[src/rtl/packet_endpoint.sv]
// NoC port endpoint: a packet source driving 4-phase req/ack flits with LFSR-chosen
// destinations, and an independent sink that acknowledges and counts incoming flits.
module packet_endpoint #(
  parameter int ID        = 0,
  parameter int FLITS     = 8,
  parameter int SIZE      = 8,
  parameter int SEED      = 5,
  parameter int PACKETS   = 1,
  parameter int PORT_BITS = 8
) (
  input  logic                 clk,
  input  logic                 reset,
  output logic                 src_req,
  input  logic                 src_ack,
  output logic [SIZE-1:0]      src_data,
  output logic                 src_done,
  input  logic                 snk_req,
  input  logic [SIZE-1:0]      snk_data,
  output logic                 snk_ack,
  output logic [15:0]          snk_flits,
  output logic [15:0]          snk_packets,
  output logic [SIZE-2:0]      snk_last_dest,
  output logic [PORT_BITS-1:0] snk_id,
  output logic [2:0]           src_state_dbg
);

  // Handshake (both channels, 4-phase): the sender makes data stable, then raises req;
  // the receiver raises ack once it has taken the data; the sender drops req; the
  // receiver drops ack. Data may change only after ack has fallen.

  typedef enum logic [2:0] {
    S_IDLE        = 3'd0,
    S_DRIVE       = 3'd1,
    S_WAIT_ACK_HI = 3'd2,
    S_WAIT_ACK_LO = 3'd3,
    S_DONE        = 3'd4
  } src_state_t;

  localparam int FW = (FLITS > 1) ? $clog2(FLITS) : 1;
  localparam int PW = (PACKETS > 1) ? $clog2(PACKETS) : 1;
  localparam logic [FW-1:0]   LAST_FLIT = FW'(FLITS - 1);
  localparam logic [PW-1:0]   LAST_PKT  = PW'((PACKETS > 0) ? PACKETS - 1 : 0);
  localparam logic [15:0]     SEED_16   = 16'(SEED);
  localparam logic [15:0]     LFSR_INIT = (SEED_16 == 16'd0) ? 16'd1 : SEED_16;
  localparam logic [15:0]     LFSR_MASK = 16'hB400;
  localparam logic [SIZE-2:0] BODY_BASE = (SIZE-1)'(ID * FLITS);

  src_state_t       state;
  src_state_t       state_next;
  logic             launch;
  logic [FW-1:0]    flit_cnt;
  logic [FW-1:0]    next_idx;
  logic [PW-1:0]    pkt_cnt;
  logic [15:0]      lfsr;
  logic [15:0]      lfsr_next;
  logic             last_flit;
  logic             last_pkt;
  logic [SIZE-2:0]  body_low;
  logic [SIZE-2:0]  dest;
  logic [SIZE-1:0]  flit_word;
  logic             expect_head;

  // ---------------- source FSM: state register ----------------
  always_ff @(posedge clk or posedge reset) begin
    if (reset) state <= S_IDLE;
    else       state <= state_next;
  end

  assign last_flit = (flit_cnt == LAST_FLIT);
  assign last_pkt  = (pkt_cnt == LAST_PKT);

  // ---------------- source FSM: next state ----------------
  // launch marks the edge that loads a new flit into src_data (entry into DRIVE).
  always_comb begin
    state_next = state;
    launch     = 1'b0;
    unique case (state)
      S_IDLE: begin
        if (PACKETS > 0) begin
          state_next = S_DRIVE;
          launch     = 1'b1;
        end else begin
          state_next = S_DONE;
        end
      end
      S_DRIVE:       state_next = S_WAIT_ACK_HI;
      S_WAIT_ACK_HI: if (src_ack) state_next = S_WAIT_ACK_LO;
      S_WAIT_ACK_LO: begin
        if (!src_ack) begin
          if (last_flit && last_pkt) begin
            state_next = S_DONE;
          end else begin
            state_next = S_DRIVE;
            launch     = 1'b1;
          end
        end
      end
      S_DONE:        state_next = S_DONE;
      default:       state_next = S_IDLE;
    endcase
  end

  // ---------------- source FSM: outputs ----------------
  always_comb begin
    src_req       = (state == S_WAIT_ACK_HI);
    src_done      = (state == S_DONE);
    src_state_dbg = state;
  end

  // ---------------- source datapath ----------------
  assign next_idx  = ((state == S_IDLE) || last_flit) ? '0 : flit_cnt + FW'(1);
  assign lfsr_next = {1'b0, lfsr[15:1]} ^ (lfsr[0] ? LFSR_MASK : 16'd0);
  assign dest      = (SIZE-1)'(lfsr);
  assign body_low  = BODY_BASE + (SIZE-1)'(next_idx);
  assign flit_word = {(next_idx == LAST_FLIT), (next_idx == '0) ? dest : body_low};

  // The destination is taken from the LFSR before it steps for this head flit.
  always_ff @(posedge clk or posedge reset) begin
    if (reset) begin
      src_data <= '0;
      flit_cnt <= '0;
      pkt_cnt  <= '0;
      lfsr     <= LFSR_INIT;
    end else if (launch) begin
      src_data <= flit_word;
      flit_cnt <= next_idx;
      if (next_idx == '0) begin
        lfsr <= lfsr_next;
        if (state != S_IDLE) pkt_cnt <= pkt_cnt + PW'(1);
      end
    end
  end

  // ---------------- sink ----------------
  // expect_head is set after reset and after every tail, so the next capture is a head.
  always_ff @(posedge clk or posedge reset) begin
    if (reset) begin
      snk_ack       <= 1'b0;
      snk_flits     <= '0;
      snk_packets   <= '0;
      snk_last_dest <= '0;
      expect_head   <= 1'b1;
    end else if (snk_req && !snk_ack) begin
      snk_ack     <= 1'b1;
      snk_flits   <= snk_flits + 16'd1;
      expect_head <= snk_data[SIZE-1];
      if (snk_data[SIZE-1]) snk_packets <= snk_packets + 16'd1;
      if (expect_head)      snk_last_dest <= snk_data[SIZE-2:0];
    end else if (!snk_req && snk_ack) begin
      snk_ack <= 1'b0;
    end
  end

  assign snk_id = PORT_BITS'(ID);

endmodule

[config.mk]
export PLATFORM = sky130hd
export DESIGN_NAME = packet_endpoint
export DESIGN_NICKNAME = d
export VERILOG_FILES = /design/src/rtl/packet_endpoint.sv
export SDC_FILE = /design/constraint.sdc
export NUM_CORES = 1
export LEC_CHECK = 0
export BUFFER_PORTS_ARGS = -buffer_cell sky130_fd_sc_hd__buf_2
export CORE_ASPECT_RATIO = 0.9
export CORE_MARGIN = 2
export CORE_UTILIZATION = 57
export DETAILED_ROUTE_END_ITERATION = 12
export HOLD_SLACK_MARGIN = 0.15
export PLACE_DENSITY = 0.84
export SETUP_SLACK_MARGIN = 0.3
export SLEW_MARGIN = 25
export SYNTH_ARGS = -nofsm -noshare
export SYNTH_HDL_FRONTEND = slang
export SYNTH_SLANG_ARGS = --single-unit
[constraint.sdc]
create_clock -name clk -period 4.15 [get_ports clk]
set_clock_uncertainty 0.05 [all_clocks]
set_input_delay 0 -clock clk [delete_from_list [all_inputs] [get_ports clk]]
set_output_delay 0 -clock clk [all_outputs]
set_load 0.005 [all_outputs]
Word level (Yosys, flattened, before mapping)
Index checks and enable logic that the tools add are counted.
- flip-flop bits (word level): 72
- bits of input ports: 12
- output and inout bits: 61
- word-level logic and storage cells: 51
- add/sub/neg operators: 4
- equality and inequality tests: 8
- multiplexer cells: 12
- bitwise operators: 2
- reductions and logical operators: 15
- operator list (kind ; number):
    16-bit by 1-bit adder with 16-bit output (second input constant) ; 2
    16-bit two-way mux ; 1
    15-bit by 16-bit bitwise XOR with 16-bit output ; 1
    3-bit one-hot mux with 5 select lines ; 1
    3-bit two-way mux ; 4
    3-bit equality test (second input constant) ; 3
    2-bit AND reduction ; 4
    7-bit two-way mux ; 1
    3-bit by 2-bit equality test with 1-bit output (second input constant) ; 2
    3-bit logical NOT ; 2
    1-bit two-way mux ; 4
    3-bit by 1-bit adder with 3-bit output (second input constant) ; 1
    3-bit by 1-bit equality test with 1-bit output (second input constant) ; 1
    1-bit logical AND ; 3
    3-bit AND reduction ; 1
    3-bit nonzero test ; 1
    1-bit logical NOT ; 2
    2-bit by 1-bit inequality test with 1-bit output (second input constant) ; 1
    2-bit inequality test (second input constant) ; 1
    1-bit one-hot mux with 2 select lines ; 1
    2-bit nonzero test ; 1
    1-bit adder (second input constant) ; 1
    1-bit logical OR ; 1
    1-bit inverter ; 1

Depth between registers and ports, before layout
- depth in word-level cells: 6
- depth in mapped cells: 7
- mapped depth without buffers: 6

Worst setup path before layout
Ideal clock, no wire load.
- path kind: reg2reg
- start: reg flit_cnt[0]
- end: reg lfsr[10]
- setup time: 0.128 ns
- arrival: 1.912 ns
- required time: 3.972 ns
- path slack: 2.060 ns
- stages on the path, launching flop included: 8
- buffers on the path: 1
- clock period less this slack: 2.090 ns
- cells stage by stage: dfrtp_1 -> ha_1 -> ha_1 -> nor3b_1 -> nor3_1 -> nor3_4 -> buf_4 -> mux2_1
- cells in the longest elaborated chain, start to end: 6
- elaborated cells on any way between the ends: 10
- classes of those cells: 1 x add/sub; 1 x eq/ne; 4 x mux; 4 x reduce/logical
- RTL lines (item ; RTL line ; text):
    start, declared ; 51 ; logic [FW-1:0] flit_cnt;
    start signal, assigned ; 126 ; flit_cnt <= next_idx;
    3-bit equality test ; 69 ; assign last_flit = (flit_cnt == LAST_FLIT);
    1-bit logical AND ; 90 ; if (last_flit && last_pkt) begin
    1-bit two-way mux ; 90 ;
    1-bit two-way mux ; 89 ; if (!src_ack) begin
    1-bit one-hot mux with 2 select lines ; 77 ; unique case (state)
    2-bit AND reduction (no source line) * ; n/a ;
    end signal, assigned ; 128 ; lfsr <= lfsr_next;
    end, declared ; 54 ; logic [15:0] lfsr;
Every way passes the cells marked *; elsewhere a longest branch is shown, timed or not.
A chain may end at the register's enable or synchronous reset.

Worst setup path after layout
- start: reg flit_cnt[0]
- end: reg lfsr[4]
Same word-level chain as after synthesis.

==> impl_results.md <==
* Port bufs at 64
* Worst hold path class: in2async
* Sequential cell area fraction in the yosys report at 58.7%
* WP data arrival at 2.82 ns
* Area Growth Syn to Fin at 21.1%
* Final period util at 64.0%
* # rows at 25
* Leakage at 1.96 nW
* Slew headroom at 36.2%
* CP peak stage delay at 0.75 ns
* Clk slew on worst S/H paths at 0.07 ns
* Routability cong. at 0.810
* Num CTS Buffers at 9
* Clock power share at 26.8%
* Mapped Area at 0.00307 sq mm
* Initial antenna violation count at 0
* Final min period at 2.66 ns
* Pin count of the biggest net entering global routing at 40
* Overall power at 0.00205 W
* CP Max Fanout at 23
* Antenna-violating nets left at 0
* Util after Layout at 71.3%
* Number of flops mapped to enable cells by yosys at 0
* Psw at 0.000630 W
* Max-cap violations at 0
* Post-CTS setup buffers at 0
* Final count of hold timing violations at 0
* Synth top area share at 56.2%
* CTS Root Cell: clkbuf_8
* Hpwl dp at 3860 um
* Top_reg_cell synth: dfrtp_1
* H-tree Lvls at 3
* Most instantiated cells after synthesis: dfrtp_1, xnor2_1, mux2_1, xor2_1, nor2_1
* Crit. End Element: flip-flop
* Global-route wire length before repair at 9580 um
* Critical path data required time at 4.31 ns
* Die ar. at 0.00600 sq mm
* Final Non-Filler Cells at 392
* Die Y at 73.7 um
* Worst r2r src: flit_cnt[0]
* Crit-path slowest cell: nor3_4
* Final setup violation count at 0
* Pint at 0.00142 W
* Layout cells sized above 1 at 29.5%
* CTS tree: done
* Status: completed
* Crit-path leading delay family: simple AND/OR/NAND/NOR gates
* Std-Cell Core Area at 0.00522 sq mm
* Post-synth ARST share at 100%
* DRC Markers at 0
* Cell mode on critical path: ha_1
* VDD IR max at 358 uV
* Critical path class: reg2reg
* CP Buf/Inv Count at 0
* Slew Limit Fails at 0
* Distinct cells, synth at 37
* Setup_tns at 0 ns
* Synthesized area per cell at 12.8 sq um
* Top post-synthesis cells by area: dfrtp_1, mux2_1, xnor2_1, xor2_1, mux2_2
* Pwr per Cell Area at 551 mW/mm^2
* Total congestion overflow at 0
* N_diodes at 0
* TritonCTS Sinks at 72
* Clock latency on the worst-skew pair at 0.33 ns
* WL final at 5620 um
* Dominant cell by count in the synthesized netlist: dfrtp_1
* Ports at 73
* Nets at 337
* R2R Path End: lfsr[4]
* Area leader, netlist: dfrtp_1
* DR vias/cell at 5.23
* Comb pwr share at 25.8%
* Dpl cells at 365
* Register bit total from synthesis at 72
* DR pass1 iterations at 4
* Worst r2r path cells at 6
* Crit start category: flip-flop
* Via count of the first global-routing pass at 2,067
* Register area at 0.00181 sq mm
* Worst-margin pin slew at 0.954 ns
* YS warnings at 0
* Gr usage total at 21.3%
* Via count at 2,050
* Max Root-Sink Buffers at 2
* Area of the multi-input gates at 0.00118 sq mm
* Worst R2R Setup Slack at 1.49 ns
* Cell count after synthesis at 240
* DR iter-0 viols at 68
* Die Wd at 81.4 um
* Fill cells at 368
* Sequential share of power at 47.4%
* Sw frac at 30.7%
* Initial core utilization at 58.9%
* Maximum clock frequency at 376 MHz
* Crit path cell chain: ha_1 -> ha_1 -> nor3b_1 -> nor3_1 -> nor3_4 -> mux2_1
* WL/cell at 14.3 um
* RSZ-0062 raised after global routing: no
worst reg2reg max path: stages (launching register included):
cell,delay (ns)
dfrtp_1,0.42
ha_1,0.22
ha_1,0.29
nor3b_1,0.28
nor3_1,0.13
nor3_4,0.75
mux2_1,0.40
how the worst max path moves through the flow:
stage,cells past startpoint,end,startpoint,slack (ns)
2_1_floorplan,7,lfsr[10],flit_cnt[0],2.06
3_3_place_gp,6,lfsr[6],flit_cnt[0],1.63
3_5_place_dp,6,lfsr[4],flit_cnt[0],1.53
4_1_cts,6,lfsr[4],flit_cnt[0],1.48
5_1_grt,6,lfsr[12],flit_cnt[0],1.32
6_report,6,lfsr[4],flit_cnt[0],1.49
per-stage QoR:
| stage | worst slack [ns] | hold slack (ns) | instance area, sq um |
|---|---|---|---|
| 2_1_floorplan | 2.06 | 0.101 | 3100 |
| 3_3_place_gp | 1.63 | 0.0955 | 3410 |
| 3_5_place_dp | 1.53 | 0.101 | 3410 |
| 4_1_cts | 1.48 | 0.275 | 3720 |
| 5_1_grt | 1.32 | 0.325 | 3720 |
| 6_report | 1.49 | 0.265 | 3720 |
kinds of logic (layout without fill, tap and decap cells):
family                   count (synthesis)  in the layout  synth area share (%)
AND/OR/NAND/NOR                         69             69                  12.2
AO/OA/AOI/OAI                           15             15                  3.99
flip-flops                              72             72                  58.7
adder cells (fa/ha/maj)                  5              5                  2.04
XOR/XNOR                                34             34                  9.69
multiplexers                            26             26                  9.52
other                                    1              8                 0.122
buffers and inverters                   18             96                  3.70
layout by cell type (no fill, tap or decap), drive strengths merged, types with 3 or more instances in the layout:
cell type / synthesis / final
dfstp: 3 / 3
conb: 1 / 8
inv: 4 / 4
a221o: 3 / 3
dfrtp: 69 / 69
and3: 3 / 3
nand3: 10 / 10
buf: 13 / 65
nand2: 11 / 11
mux2: 26 / 26
a21o: 4 / 4
nor4: 4 / 4
ha: 5 / 5
a22o: 5 / 5
xnor2: 20 / 20
clkbuf: 1 / 13
nand4: 10 / 10
dlygate4sd3: 0 / 11
nor3: 7 / 7
xor2: 14 / 14
and2: 3 / 3
nor2: 12 / 12
state kept, by name, summed over array words and instances, names as in the netlist:
name	count
expect_head	1
flit_cnt	3
lfsr	16
pkt_cnt	1
snk_ack	1
snk_flits	16
snk_last_dest	7
snk_packets	16
src_data	8
src_state_dbg	3
metal layers:
metal  wire, um  part of all wire, %  vias up  track usage, %
met5          0                    0        -               0
met4         48                 0.85        0            7.53
met3        241                  4.3        6            6.63
met2       2900                   52       43            35.2
met1       2420                   43     1020            26.7
li1           -                    -      981               -
power by group through the flow:
stage	clock network, W	logic (W)	registers [W]
final	0.000549	0.000529	0.000973
after global routing	0.000602	0.000596	0.000994
after CTS	0.000566	0.000533	0.000968
after detailed placement	0	0.000523	0.000978
after global placement	0	0.000501	0.000972
after floorplan	0	0.000354	0.000971
area by class of cell:
class                           instances  share of cell area [%]
Sequential cell                        72                    48.5
Timing Repair Buffer                   76                    11.8
Clock buffer                           13                    4.27
Tap cell                               67                    2.25
Inverter                                4                   0.403
Clock inverter                          3                    1.08
Multi-Input combinational cell        157                    31.7
timing repair:
item,4_1_cts,5_1_grt
resized for setup,0,0
endpoints found under the hold margin,54,0
hold buffers,11,0
No activity file was read; power rests on OpenSTA's default activity.
